## src/rtl/sipo_pkg.sv

```systemverilog
// Shared types and helpers for the serial-in/parallel-out deserializer.
// S_PARITY is only used when SIPO_PARITY_EN is defined.
package sipo_pkg;

  typedef enum logic [0:0] {
    S_COLLECT = 1'b0,
    S_PARITY  = 1'b1
  } state_t;

  // Bit-counter width for a word of w bits (never narrower than one bit).
  function automatic int cnt_width(input int w);
    return (w > 1) ? $clog2(w) : 1;
  endfunction

  // Even-parity reduction over a zero-extended word.
  function automatic logic parity_of(input logic [63:0] v);
    return ^v;
  endfunction

endpackage

```

## src/rtl/sipo_out_buf.sv

```systemverilog
// Output holding register for assembled words: load/accept handshake,
// sticky overflow on dropped words, and the per-word parity result.
module sipo_out_buf #(
  parameter int WIDTH = 8
) (
  input  logic             clk,
  input  logic             rst,
  input  logic             clr,
  input  logic             load,
  input  logic [WIDTH-1:0] word,
  input  logic             perr_in,
  input  logic             ready,
  output logic [WIDTH-1:0] dout,
  output logic             dout_valid,
  output logic             parity_err,
  output logic             overflow
);

  logic accept_s;
  logic take_s;
  logic drop_s;

  // A new word is taken when the buffer is empty or is being drained on this edge.
  always_comb begin
    accept_s = dout_valid & ready;
    if (load) begin
      take_s = ~dout_valid | accept_s;
      drop_s = dout_valid & ~accept_s;
    end else begin
      take_s = 1'b0;
      drop_s = 1'b0;
    end
  end

  // Holding register and sticky overflow; clr leaves a pending word intact.
  always_ff @(posedge clk or posedge rst) begin
    if (rst) begin
      dout       <= {WIDTH{1'b0}};
      dout_valid <= 1'b0;
      parity_err <= 1'b0;
      overflow   <= 1'b0;
    end else begin
      if (take_s) begin
        dout       <= word;
        dout_valid <= 1'b1;
        parity_err <= perr_in;
      end else if (accept_s) begin
        dout_valid <= 1'b0;
      end
      if (clr) begin
        overflow <= 1'b0;
      end else if (drop_s) begin
        overflow <= 1'b1;
      end
    end
  end

endmodule

```

## src/rtl/sipo_deser.sv

```systemverilog
// Serial-in/parallel-out deserializer with valid/ready output handshake.
// Define SIPO_PARITY_EN to expect one parity bit after every data word.
module sipo_deser
  import sipo_pkg::*;
#(
  parameter int WIDTH      = 8,
  parameter int MSB_FIRST  = 1,
  parameter int PARITY_ODD = 0
) (
  input  logic             clk,
  input  logic             rst,
  input  logic             clr,
  input  logic             din,
  input  logic             din_valid,
  output logic [WIDTH-1:0] dout,
  output logic             dout_valid,
  input  logic             dout_ready,
  output logic             busy,
  output logic             overflow,
  output logic             parity_err
);

  localparam int            CW       = cnt_width(WIDTH);
  localparam logic [CW-1:0] LAST_BIT = CW'(WIDTH - 1);

  logic [WIDTH-1:0] sreg_r;
  logic [WIDTH-1:0] sreg_next_s;
  logic [WIDTH-1:0] shift_s;
  logic [WIDTH-1:0] word_s;
  logic [CW-1:0]    cnt_r;
  logic [CW-1:0]    cnt_next_s;
  logic             busy_r;
  logic             busy_next_s;
  logic             load_s;
  logic             perr_s;
`ifdef SIPO_PARITY_EN
  state_t           state_r;
  state_t           state_next_s;
`endif

  // Shift register input ordering.
  always_comb begin
    if (MSB_FIRST != 0) begin
      shift_s = {sreg_r[WIDTH-2:0], din};
    end else begin
      shift_s = {din, sreg_r[WIDTH-1:1]};
    end
  end

  // Next-state for shifter, bit counter and (optional) parity phase.
  always_comb begin
    sreg_next_s = sreg_r;
    cnt_next_s  = cnt_r;
    load_s      = 1'b0;
`ifdef SIPO_PARITY_EN
    state_next_s = state_r;
    // In S_PARITY the full word already sits in sreg_r and din is the parity bit.
    word_s       = sreg_r;
    perr_s       = (parity_of(64'(sreg_r)) ^ din) != (PARITY_ODD != 0);
`else
    word_s       = shift_s;
    perr_s       = 1'b0;
`endif
    if (clr) begin
      sreg_next_s = {WIDTH{1'b0}};
      cnt_next_s  = {CW{1'b0}};
`ifdef SIPO_PARITY_EN
      state_next_s = S_COLLECT;
`endif
    end else if (din_valid) begin
`ifdef SIPO_PARITY_EN
      case (state_r)
        S_COLLECT: begin
          sreg_next_s = shift_s;
          if (cnt_r == LAST_BIT) begin
            cnt_next_s   = {CW{1'b0}};
            state_next_s = S_PARITY;
          end else begin
            cnt_next_s = cnt_r + CW'(1);
          end
        end
        S_PARITY: begin
          state_next_s = S_COLLECT;
          load_s       = 1'b1;
        end
        default: begin
          state_next_s = S_COLLECT;
        end
      endcase
`else
      sreg_next_s = shift_s;
      if (cnt_r == LAST_BIT) begin
        cnt_next_s = {CW{1'b0}};
        load_s     = 1'b1;
      end else begin
        cnt_next_s = cnt_r + CW'(1);
      end
`endif
    end else begin
      sreg_next_s = sreg_r;
    end
`ifdef SIPO_PARITY_EN
    busy_next_s = (cnt_next_s != {CW{1'b0}}) || (state_next_s == S_PARITY);
`else
    busy_next_s = (cnt_next_s != {CW{1'b0}});
`endif
  end

  // Collection state registers.
  always_ff @(posedge clk or posedge rst) begin
    if (rst) begin
      sreg_r  <= {WIDTH{1'b0}};
      cnt_r   <= {CW{1'b0}};
      busy_r  <= 1'b0;
`ifdef SIPO_PARITY_EN
      state_r <= S_COLLECT;
`endif
    end else begin
      sreg_r  <= sreg_next_s;
      cnt_r   <= cnt_next_s;
      busy_r  <= busy_next_s;
`ifdef SIPO_PARITY_EN
      state_r <= state_next_s;
`endif
    end
  end

  assign busy = busy_r;

  sipo_out_buf #(
    .WIDTH(WIDTH)
  ) u_out_buf (
    .clk       (clk),
    .rst       (rst),
    .clr       (clr),
    .load      (load_s),
    .word      (word_s),
    .perr_in   (perr_s),
    .ready     (dout_ready),
    .dout      (dout),
    .dout_valid(dout_valid),
    .parity_err(parity_err),
    .overflow  (overflow)
  );

endmodule

```

## config.mk

```make
export PLATFORM = sky130hd
export DESIGN_NAME = sipo_deser
export DESIGN_NICKNAME = d
export VERILOG_FILES = /design/src/rtl/sipo_pkg.sv /design/src/rtl/sipo_out_buf.sv /design/src/rtl/sipo_deser.sv
export SDC_FILE = /design/constraint.sdc
export NUM_CORES = 1
export LEC_CHECK = 0
export CORE_MARGIN = 2
export CORE_UTILIZATION = 39
export DETAILED_ROUTE_END_ITERATION = 6
export PLACE_DENSITY = 0.67
export SLEW_MARGIN = 0
export SYNTH_ARGS = -nofsm -noshare
export SYNTH_HDL_FRONTEND = slang
export SYNTH_SLANG_ARGS = --single-unit
```

## constraint.sdc

```tcl
create_clock -name clk -period 3.77 [get_ports clk]
set_input_delay 1.131 -clock clk [delete_from_list [all_inputs] [get_ports clk]]
set_output_delay 1.131 -clock clk [all_outputs]
set_load 0.02 [all_outputs]
```

Word level (Yosys, flattened, before mapping)
Cells that the tools add are included. Widths: inputs -> output; s select.

Register bits after elaboration: 21. Input bits: 6. Output and inout bits: 12. Word-level logic and storage cells: 31.

Add/subtract/negate cells: 1. Equality and inequality tests: 1. Mux-type cells: 14. Bitwise logic cells: 5. Reduce and logical (&&, ||, !) cells: 4.

Operators by type and width (number): $mux 7 (2); $mux 1 (9); $mux 3 (3); $reduce_bool 2->1 (3); $add 3x1->3 const B (1); $eq 3x3->1 const B (1); $reduce_bool 3->1 (1); $and 1x1->1 (2); $not 1->1 (2); $or 1x1->1 (1).

Logic depth before layout (Yosys ltp)
Word-level depth: 7. Gate-level depth with buffers: 5. Mapped depth without buffers: 5.

By module
Synthesis repeated with hierarchy kept, for this count alone.

Cell total of the unflattened synthesis: 68. Area, all modules: 908.4 µm².

By module, submodules not included: sipo_deser (instances 1, cells an instance 41, area an instance 481.7 µm², sequential area each 275.3 µm²); sipo_out_buf (instances 1, cells an instance 27, area an instance 426.7 µm², sequential area each 275.3 µm²).

Least setup slack after synthesis
Ideal clock, no wire load.

Path type: input to register. Start: input dout_ready. End: register u_out_buf.dout[0]. Setup time: 125 ps. Arrival: 1867 ps. Slack: 1778 ps. Cell stages on the path: 3. Path buffers: 0. Path through: nor2b_1 -> nor3_4 -> mux2_2.

Word-level cells in the longest chain between the ends: 3.

RTL lines: from (decl) (RTL line sipo_deser.sv:17) `input logic dout_ready,`; $and 1x1->1 (RTL line sipo_out_buf.sv:25) `accept_s = dout_valid & ready;`; $or 1x1->1 (RTL line sipo_out_buf.sv:27) `take_s = ~dout_valid | accept_s;`; $mux 1 (RTL line sipo_out_buf.sv:26) `if (load) begin`; to (signal assigned) (RTL line sipo_out_buf.sv:38) `dout <= {WIDTH{1'b0}};`; to (signal assigned) (RTL line sipo_out_buf.sv:44) `dout <= word;`; to (decl) (RTL line sipo_out_buf.sv:13) `output logic [WIDTH-1:0] dout,`.

No other way between the ends. A chain may end at the register's enable or synchronous reset.

Worst setup path in the final report
Start: input din_valid. End: register u_out_buf.dout[4].

Word-level cells in the longest chain between the ends: 3.

RTL lines: from (decl) (RTL line sipo_deser.sv:14) `input logic din_valid,`; $mux 1 (RTL line sipo_deser.sv:70) `end else if (din_valid) begin`; $mux 1 (RTL line sipo_deser.sv:64) `if (clr) begin`; $mux 1 (RTL line sipo_out_buf.sv:26).

No other way between the ends.

==> impl_metrics.env <==
export IMPL_grt_pass1_vias=517
export IMPL_syn_mean_instance_area_sq_um=13.67
export IMPL_cts_made_buffers=3
export IMPL_path_class="primary input to register"
export IMPL_die_h_microns=51.36
export IMPL_initial_core_util_pct=40.31
export IMPL_htreeDepth=1
export IMPL_p_leak_nw=0.5268
export IMPL_cts_resized=0
export IMPL_setup_viol_count_final=0
export IMPL_post_drt_wl_per_cell_microns=12.05
export IMPL_synth_largest_area_cell="dfrtp_1"
export IMPL_antenna_found_initial=0
export IMPL_finalPower_uw=365.6
export IMPL_dr_first_iter_drc_count=8
export IMPL_max_stage_delay_ns=0.57
export IMPL_relSlewSlack_pct=49.14
export IMPL_max_freq_ghz=0.3820
export IMPL_synth_area_sq_um=874.6
export IMPL_drc=0
export IMPL_antenna_cells=0
export IMPL_hp_start="u_out_buf.overflow$_DFFE_PP0P_"
export IMPL_cp_top_family="buffers and inverters"
export IMPL_fin_crit_ns=2.618
export IMPL_coreArea_sq_mm=0.002170
export IMPL_crit_start="din_valid"
export IMPL_rsz0062_at_grt="no"
export IMPL_cts_sink_count=21
export IMPL_place_detailed_hpwl_microns=951.2
export IMPL_crit_arrival_ns=2.81
export IMPL_cap_violations=0
export IMPL_cts_tree="built"
export IMPL_ir_worst_vdd_uv=233.2
export IMPL_syn_nets=72
export IMPL_ys_seq_elements=21
export IMPL_crit_path_start_kind="primary input"
export IMPL_fp_row_count=17
export IMPL_fin_setup_tns_ns=0
export IMPL_drive_above_1_share_pct=17.07
export IMPL_slowest_stage="clkdlybuf4s50_1"
export IMPL_first_pass_iters=4
export IMPL_yosysWarningCount=0
export IMPL_yosys_cell_types_count=18
export IMPL_slew_viol_final=0
export IMPL_hold_buffers=0
export IMPL_fin_skew_ns=0.002069
export IMPL_synth_area_leaders="dfrtp_1, mux2i_1, mux2_2"
export IMPL_grt_overflow_total=0
export IMPL_grt_start_max_net_pins=22
export IMPL_vias=538
export IMPL_io_buffers=16
export IMPL_io_pins=18
export IMPL_die_x_microns=51.36
export IMPL_hold_path_class="register to register"
export IMPL_finalCritPeriodShare_pct=69.44
export IMPL_wl_mm=1.326
export IMPL_path_cells="clkdlybuf4s50_1 > buf_4 > nand2_1 > nor3_4 > mux2_2"
export IMPL_die_area_sq_mm=0.002637
export IMPL_grt_pass1_wl_mm=2.228
export IMPL_clk_path_buf_depth=2
export IMPL_finalHoldViolCount=0
export IMPL_crit_path_max_fanout=9
export IMPL_powerDensity_mw_per_mm2=340.6
export IMPL_netlist_instances=64
export IMPL_area_delta_synth_final_pct=22.75
export IMPL_endpoint_kind="register"
export IMPL_cts_root_buf="clkbuf_4"
export IMPL_track_usage_pct=11.47
export IMPL_avgViaCountPerCell=4.891
export IMPL_outcome="complete, no violations"
export IMPL_post_cts_buffers=0
export IMPL_place_gp_congestion=0.6573
export IMPL_synth_top_area_share_pct=60.09
export IMPL_critPathBufInv=2
export IMPL_worstMarginPinSlew_ns=0.7621
export IMPL_final_nets=91
export IMPL_drtAntennaViolNets=0
export IMPL_clk_pin_slew_worst_paths_ns=0.11
export IMPL_timing_rr_start="cnt_r[0]$_DFF_PP0_"
export IMPL_insertion_delay_ns=0.30
export IMPL_cp_required_ns=3.96
export IMPL_ys_seq_area_share_pct=60.09
[worst paths after layout]
check / endpoint / slack (ns) / depth (start not counted)
min: u_out_buf.overflow$_DFFE_PP0P_ / 0.50 / 2
max reg2reg: u_out_buf.dout[4]$_DFFE_PP0P_ / 2.08 / 5
min reg2reg: u_out_buf.overflow$_DFFE_PP0P_ / 0.50 / 2
min in group asynchronous: u_out_buf.dout[5]$_DFFE_PP0P_ / 1.26 / 2
max: u_out_buf.dout[4]$_DFFE_PP0P_ / 1.15 / 5
max in group asynchronous: cnt_r[0]$_DFF_PP0_ / 2.04 / 2
[cell usage in the layout, fill, tap and decap left out, types with 2 or more instances in the layout]
master            n
mux2_2            8
ha_1              2
clkbuf_4          3
dfrtp_1          21
nor2_1           10
clkdlybuf4s50_1  16
mux2i_1           9
[flip-flops by register name, indices dropped and copies added (netlist names)]
register and flops:
u_out_buf.dout_valid 1, cnt_r 3, u_out_buf.dout 8, sreg_r 7, busy 1, u_out_buf.overflow 1
[power breakdown]
group | switching (mW) | total (mW) | internal (mW)
Clock | 0.0630 | 0.104 | 0.0412
Sequential | 0.00232 | 0.232 | 0.229
Combinational | 0.0162 | 0.0297 | 0.0135
[worst reg2reg max path, delay by kind of cell, from the launching register on]
kind	cells	cell delay, ns
DFF	1	0.38
adders and majority gates	2	0.33
muxes	1	0.39
and+or+nand+nor	2	0.48
[per-stage QoR]
step	setup WS [ns]	utilization [%]	hold slack, ns	instance area [sq um]	std cells
finish	1.152	49.48	0.5027	1074	110
floorplan	1.778	-	0.4787	874.6	64
CTS	1.162	49.48	0.5098	1074	110
global route	1.058	49.48	0.5320	1074	110
global placement	0.8856	48.27	0.4805	1047	106
detailed placement	0.8400	48.27	0.4827	1047	106
[routing by layer]
layer | vias up | wire length (microns) | GRT usage, % | share of wire [%]
met2 | 12 | 628 | 17.75 | 47
met1 | 271 | 636 | 15.33 | 48
li1 | 253 | - | - | -
met3 | 2 | 41 | 1.754 | 3.1
met5 | - | 0 | 0 | 0
met4 | 0 | 19 | 6.579 | 1.4
[synthesized netlist by cell type]
cell	count
a21oi_1	1
nor2b_1	1
nor2_1	10
mux2i_1	9
or2b_2	1
buf_6	2
inv_1	1
o21bai_1	1
a31oi_1	1
or3_1	1
nor3_4	1
ha_1	2
conb_1	1
or3b_1	1
dfrtp_1	21
buf_4	1
mux2_2	8
nand2_1	1
[cell families after synthesis]
| logic type | Yosys count | share of synthesized area [%] |
|---|---|---|
| AOI/OAI and AO/OA | 3 | 2.146 |
| DFF | 21 | 60.09 |
| and+or+nand+nor | 16 | 10.02 |
| muxes | 17 | 20.60 |
| other | 1 | 0.4288 |
| buffers and inverters | 4 | 3.862 |
| adders and majority gates | 2 | 2.861 |
[final cells by class]
| cell class | count | area, sq um |
|---|---|---|
| clock buffers | 4 | 26.28 |
| fillers | 213 | 1096 |
| inverters | 1 | 3.754 |
| multi-input cells | 39 | 315.3 |
| flip-flops and latches | 21 | 525.5 |
| well taps | 28 | 35.03 |
| repair buffers | 17 | 167.7 |
Power figures use the tool's default switching activity.
